<file path="config.mk">
export PLATFORM = sky130hd
export DESIGN_NAME = serial_parallel
export DESIGN_NICKNAME = d
export VERILOG_FILES = /design/src/rtl/serial_parallel.sv
export SDC_FILE = /design/constraint.sdc
export NUM_CORES = 1
export LEC_CHECK = 0
export CORE_AREA = 2 2 55 57
export CTS_BUF_LIST = sky130_fd_sc_hd__clkbuf_8
export CTS_CLUSTER_DIAMETER = 40
export DETAILED_ROUTE_END_ITERATION = 12
export DIE_AREA = 0 0 57 59
export RECOVER_POWER = 50
export SLEW_MARGIN = 30
export SYNTH_ARGS = -nofsm -noshare
export SYNTH_HDL_FRONTEND = slang
export SYNTH_SLANG_ARGS = --single-unit
</file>
<file path="constraint.sdc">
create_clock -name clk_32f -period 2.4 [get_ports clk_32f]
set_input_delay 0.6 -clock clk_32f [delete_from_list [all_inputs] [get_ports clk_32f]]
set_output_delay 0.6 -clock clk_32f [all_outputs]
set_load 0.03 [all_outputs]
</file>
<file path="src/rtl/serial_parallel.sv">
// serial_parallel: receive-side deserializer for one PHY lane (clk_32f domain).
// Hunts bit-by-bit for the idle comma, confirms alignment over a run of
// consecutive commas on the 8-bit grid, then delivers one byte per 8 clocks.
//
// Ports:
//   clk_32f     - bit clock, all logic on rising edge
//   reset_L     - asynchronous active-low reset
//   data_in     - serial bit, MSB first
//   data_out    - last completed byte while active, held 8 cycles
//   valid_out   - 1 when data_out is payload (not the comma), held 8 cycles
//   byte_strobe - one-cycle pulse on the edge data_out updates
//   active      - lane aligned and delivering bytes (sticky until reset)
module serial_parallel #(
  parameter logic [7:0]  COMMA    = 8'hBC,
  parameter int unsigned BC_COUNT = 4
) (
  input  logic       clk_32f,
  input  logic       reset_L,
  input  logic       data_in,
  output logic [7:0] data_out,
  output logic       valid_out,
  output logic       byte_strobe,
  output logic       active
);

  localparam int unsigned BcW = $clog2(BC_COUNT + 1);

  typedef enum logic [1:0] {StUnlocked, StAligning, StActive} state_e;

  state_e           state;
  // Only the 7 newest bits are kept; with data_in they form the candidate byte.
  logic [6:0]       sr;
  logic [2:0]       bit_cnt;
  logic [BcW-1:0]   bc_cnt;
  logic [7:0]       w;
  logic             is_comma;
  logic             boundary;

  assign w        = {sr, data_in};
  assign is_comma = (w == COMMA);
  assign boundary = (bit_cnt == 3'd7);

  always_ff @(posedge clk_32f or negedge reset_L) begin
    if (!reset_L) begin
      state       <= StUnlocked;
      sr          <= '0;
      bit_cnt     <= '0;
      bc_cnt      <= '0;
      data_out    <= '0;
      valid_out   <= 1'b0;
      byte_strobe <= 1'b0;
      active      <= 1'b0;
    end else begin
      sr          <= w[6:0];
      bit_cnt     <= bit_cnt + 3'd1;
      byte_strobe <= 1'b0;
      unique case (state)
        StUnlocked: begin
          if (is_comma) begin
            // Restart the byte grid so the next boundary lands 8 bits later.
            bit_cnt <= '0;
            bc_cnt  <= BcW'(1);
            if (BC_COUNT == 1) begin
              state  <= StActive;
              active <= 1'b1;
            end else begin
              state <= StAligning;
            end
          end
        end
        StAligning: begin
          if (boundary) begin
            if (is_comma) begin
              bc_cnt <= bc_cnt + BcW'(1);
              if (bc_cnt == BcW'(BC_COUNT - 1)) begin
                state  <= StActive;
                active <= 1'b1;
              end
            end else begin
              // False lock: the comma did not repeat on the grid.
              bc_cnt <= '0;
              state  <= StUnlocked;
            end
          end
        end
        StActive: begin
          if (boundary) begin
            data_out    <= w;
            valid_out   <= !is_comma;
            byte_strobe <= 1'b1;
          end
        end
        default: state <= StUnlocked;
      endcase
    end
  end

endmodule
</file>
# After elaboration in Yosys (flattened, before gate mapping)
# Cells that the tools add are included.
[totals]
elab_cells = 39
register_bits = 26
[classes]
reduce_logical = 7
add_sub_neg = 2
eq_ne = 8
muxes = 13
n_bitwise = 1
[ops]
columns = ["cell", "n"]
rows = [
  ["3-bit two-way mux", 5],
  ["8-bit == test (second input constant)", 1],
  ["2-bit two-way mux", 4],
  ["4-bit AND reduction", 2],
  ["3-bit by 1-bit adder with 3-bit output (second input constant)", 2],
  ["2-bit one-hot mux with 3 select lines", 1],
  ["3-bit one-hot mux with 2 select lines", 1],
  ["2-bit != test (second input constant)", 2],
  ["3-bit by 2-bit == test with 1-bit output (second input constant)", 1],
  ["3-bit == test (second input constant)", 1],
  ["3-bit != test (second input constant)", 1],
  ["3-bit AND reduction", 1],
  ["2-bit by 1-bit == test with 1-bit output (second input constant)", 1],
  ["2-bit == test (second input constant)", 1],
  ["2-bit logical NOT", 1],
  ["1-bit two-way mux", 2],
  ["2-bit AND reduction", 1],
  ["2-bit nonzero test", 1],
  ["1-bit logical NOT", 1],
  ["1-bit inverter", 1],
]

# Longest topological paths before layout
[depth]
ltp_word = 5
depth_mapped = 6

# Worst setup path after synthesis
# No wires, ideal clock.
[synth_path]
path_kind = "flip-flop to flip-flop"
startpoint = "reg bit_cnt[0]"
endpoint = "reg data_out[1]"
path_stages_with_launch = 6
slack_ns = 0.960
period_less_slack_ns = 1.440
required_time_ns = 2.275
setup_ns = 0.125
arrival_time_ns = 1.315
cell_sequence = "dfrtp_1 ha_1 ha_1 nand3b_4 buf_6 mux2_4"
[synth_via]
elab_chain_cells = 2
[synth_lines]
columns = ["element", "line_no", "rtl"]
rows = [
  ["start, declared", "33", "logic [2:0] bit_cnt;"],
  ["start signal, assigned", "55", "bit_cnt <= bit_cnt + 3'd1;"],
  ["3-bit == test", "41", "assign boundary = (bit_cnt == 3'd7);"],
  ["2-bit AND reduction (no source line)", "n/a", ""],
  ["end signal, assigned", "88", "data_out <= w;"],
  ["end, declared", "20", "output logic [7:0] data_out,"],
]
# Every way passes these cells.
# A chain may end at the register's enable or synchronous reset.

# Final worst setup path
[layout_path]
startpoint = "reg data_out[3]"
endpoint = "out data_out[3]"
# No word-level cell between the ends.

==> summary.md <==
| Metric | Value |
|---|---|
| Cell taking the most area after synthesis | `dfrtp_1` |
| DR pass1 iterations | `4` |
| Final Cycle Share | `79.3%` |
| CP endpoint kind | `output pin` |
| Max Fclk | `525 MHz` |
| Cts bufs inserted | `3` |
| Worst-path cell chain | `clkdlybuf4s50_1` |
| Setup TNS Final | `0 ns` |
| Die X | `57 microns` |
| Clock Power Share | `34.5%` |
| Worst path required time | `roughly 1.8 ns` |
| Worst slew pin tran | `0.328 ns` |
| Hold Violations, Final | `0` |
| Final WL | `1.65 mm` |
| Clk_skew | `0.00120 ns` |
| Share of the synthesized area in the top cell type | `60.7%` |
| Core Region | `between 2000 and 3000 sq um` |
| Mean Syn Cell Area | `14.3 sq um` |
| Setup violators final | `0` |
| Layout cell share with drive strength beyond 1 | `16.5%` |
| Combinational Power Share | `6.9%` |
| First-pass GRT wire length | `2.94 mm` |
| Number of synthesized register bits | `26` |
| Largest net degree at the start of global routing | `27` |
| Worst Setup Start Kind | `flop` |
| Die area | `3360 sq um` |
| Avg WL per Cell | `13.5 microns` |
| Placed Cells | `between 100 and 150` |
| Final Wtd Congestion | `~0.8` |
| Warnings from Yosys | `0` |
| Area contributors post-synth | `dfrtp_1 (61%), mux2_4 (9.8%), ha_1 (4.7%)` |
| CTS tree | `built` |
| Pwr per Cell Area | `612 nW/um^2` |
| Sequential power share | `58.6%` |
| Leak Pwr | `between 0.6 and 0.7 nW` |
| Switching Fraction | `20.7%` |
| Status | `finished clean` |
| Post-Synthesis Net Count | `82` |
| Synth unique cells | `26` |
| Detailed Place HPWL | `1.16 mm` |
| Clk buf depth | `2` |
| Setup CP Type | `flop to output pin` |
| CP max-delay cell | `clkdlybuf4s50_1` |
| Peak supply drop | `0.461 mV` |
| Root Driver | `clkbuf_8` |
| Total GRT Usage | `11.6%` |
| Row cnt | `19` |
| # DRC | `0` |
| WHS | `0.424 ns` |
| Slew Limit Headroom | `between 70 and 80%` |
| Cells after synthesis | `75` |
| Drt first-iter violations | `10` |
| Cell Int Power | `0.622 mW` |
| Vias | `621` |
| Buf/Inv on CP | `1` |
| Switch Pwr | `0.163 mW` |
| Commonest non-fill, non-tap cell in the layout | `dfrtp_1` |
| CP top delay family | `buffers and inverters` |
| Most frequent cells in the layout | `dfrtp_1 (26), clkdlybuf4s50_1 (11), mux2_4 (7), o21ai_0 (5)` |
| Post-route ant nets | `0` |
| Post-cts resize count | `0` |
| Data arrival time of the worst path | `1.30 ns` |
| Flop2flop setup slack | `between 0.8 and 0.9 ns` |
| Crit path max fanout | `2` |
| Nets@finish | `99` |
| Fin cells | `122` |
| TritonCTS Sinks | `26` |
| Cell area after synthesis | `1070 sq um` |
| Diode count | `0` |
| Final min period | `1.90 ns` |
| Starting Density | `39.5%` |
| Seq/Total Area, Yosys | `between 60% and 70%` |
| Max Slew Vio Count | `0` |
| Critical path's largest stage delay | `between 0.6 and 0.7 ns` |
| GR Overflow Total | `0` |
| HP Class | `flop to flop` |
| Max-cap violations | `0` |
| Hold_buf cts | `0` |
| Vias per std cell | `5.09` |
| Buffers inserted by post-CTS timing repair | `0` |
| # H-tree levels | `1` |
| IO Pins | `14` |
| Input/output buffers | `13` |
| Initial antenna violation count | `0` |
| CTS clk-pin slew, worst paths | `0.08 ns` |
| Area delta synth->final | `19.9%` |
| Vias in the first global route | `645` |
| RSZ-0062 raised after global routing | `false` |
| Die Y | `59 microns` |
| Skew-Pair Late Insertion Delay | `between 0.2 and 0.3 ns` |
[area by class of cell]
cell class                 instances  area [sq um]
sequential                        26           651
timing repair buffer              14           138
tap                               31          38.8
clock buffer                       4          55.1
fill                             255          1430
inverter                           3          11.3
multi-input combinational         44           390
[path summary, 6_finish.rpt]
check                                        start                       to  depth (start not counted)
setup / recovery           data_out[3]$_DFFE_PN0P_              data_out[3]                          1
hold / removal                     sr[5]$_DFF_PN0_          sr[6]$_DFF_PN0_                          0
setup reg to reg              bit_cnt[0]$_DFF_PN0_  data_out[0]$_DFFE_PN0P_                          4
hold reg to reg                    sr[5]$_DFF_PN0_          sr[6]$_DFF_PN0_                          0
max in group asynchronous                  reset_L    bc_cnt[2]$_DFFE_PN0P_                          2
min in group asynchronous                  reset_L  data_out[5]$_DFFE_PN0P_                          2
[flip-flops by register name, indices dropped and copies added, names as in the netlist]
register	count
data_out	8
sr	7
bc_cnt	3
bit_cnt	3
state	2
active	1
byte_strobe	1
valid_out	1
[per-layer routing]
layer	track usage (%)	part of all wire [%]	up-vias
met5	0	0	-
met4	3.99	1.1	0
met3	3.93	3.9	2
met2	18.6	45	13
met1	14.7	49	306
li1	-	-	300
[kinds of logic after synthesis]
family	share of synthesized area (%)
buffers and inverters	2.80
multiplexers	10.9
AO/OA/AOI/OAI	7.01
adder cells (fa/ha/maj)	4.67
flip-flops	60.7
AND/OR/NAND/NOR	13.9
[cell usage after synthesis (all sizes together)]
master and instances:
o21ai 5, a21oi 1, dfrtp 26, nand2 2, o211ai 2, a21boi 2, and4bb 1, a31oi 1
mux2 8, nand2b 3, nor2b 1, nor2 3, nor3 1, nand4 2, nand4b 2, and3b 1
and4b 1, inv 3, a2bb2oi 1, nand4bb 1, nand3b 2, buf 2, ha 4
[worst reg2reg max path, cell delays in order (launching register included)]
cell and delay (ns):
dfrtp_1 0.39, ha_1 0.20, ha_1 0.27, nand3b_4 0.22, mux2_2 0.36
[power by group through the flow]
| stage | clock [mW] | combinational, mW | sequential [mW] |
|---|---|---|---|
| finish | 0.271 | 0.0544 | 0.460 |
| detailed placement | 0 | 0.0558 | 0.469 |
| global route | 0.309 | 0.0584 | 0.463 |
| global placement | 0 | 0.0551 | 0.468 |
| CTS | 0.285 | 0.0560 | 0.460 |
| floorplan | 0 | 0.0127 | 0.481 |
[stage by stage]
stage	power, mW	utilization (%)	cell area, sq um	worst slack, ns
final	0.785	47.4	1280	0.497
after global routing	0.829	47.4	1280	0.441
after CTS	0.801	47.4	1280	0.481
after detailed placement	0.524	45.3	1230	0.503
after global placement	0.523	45.3	1230	0.574
after floorplan	0.493	-	1070	0.960
(Power assumes the default switching activity.)
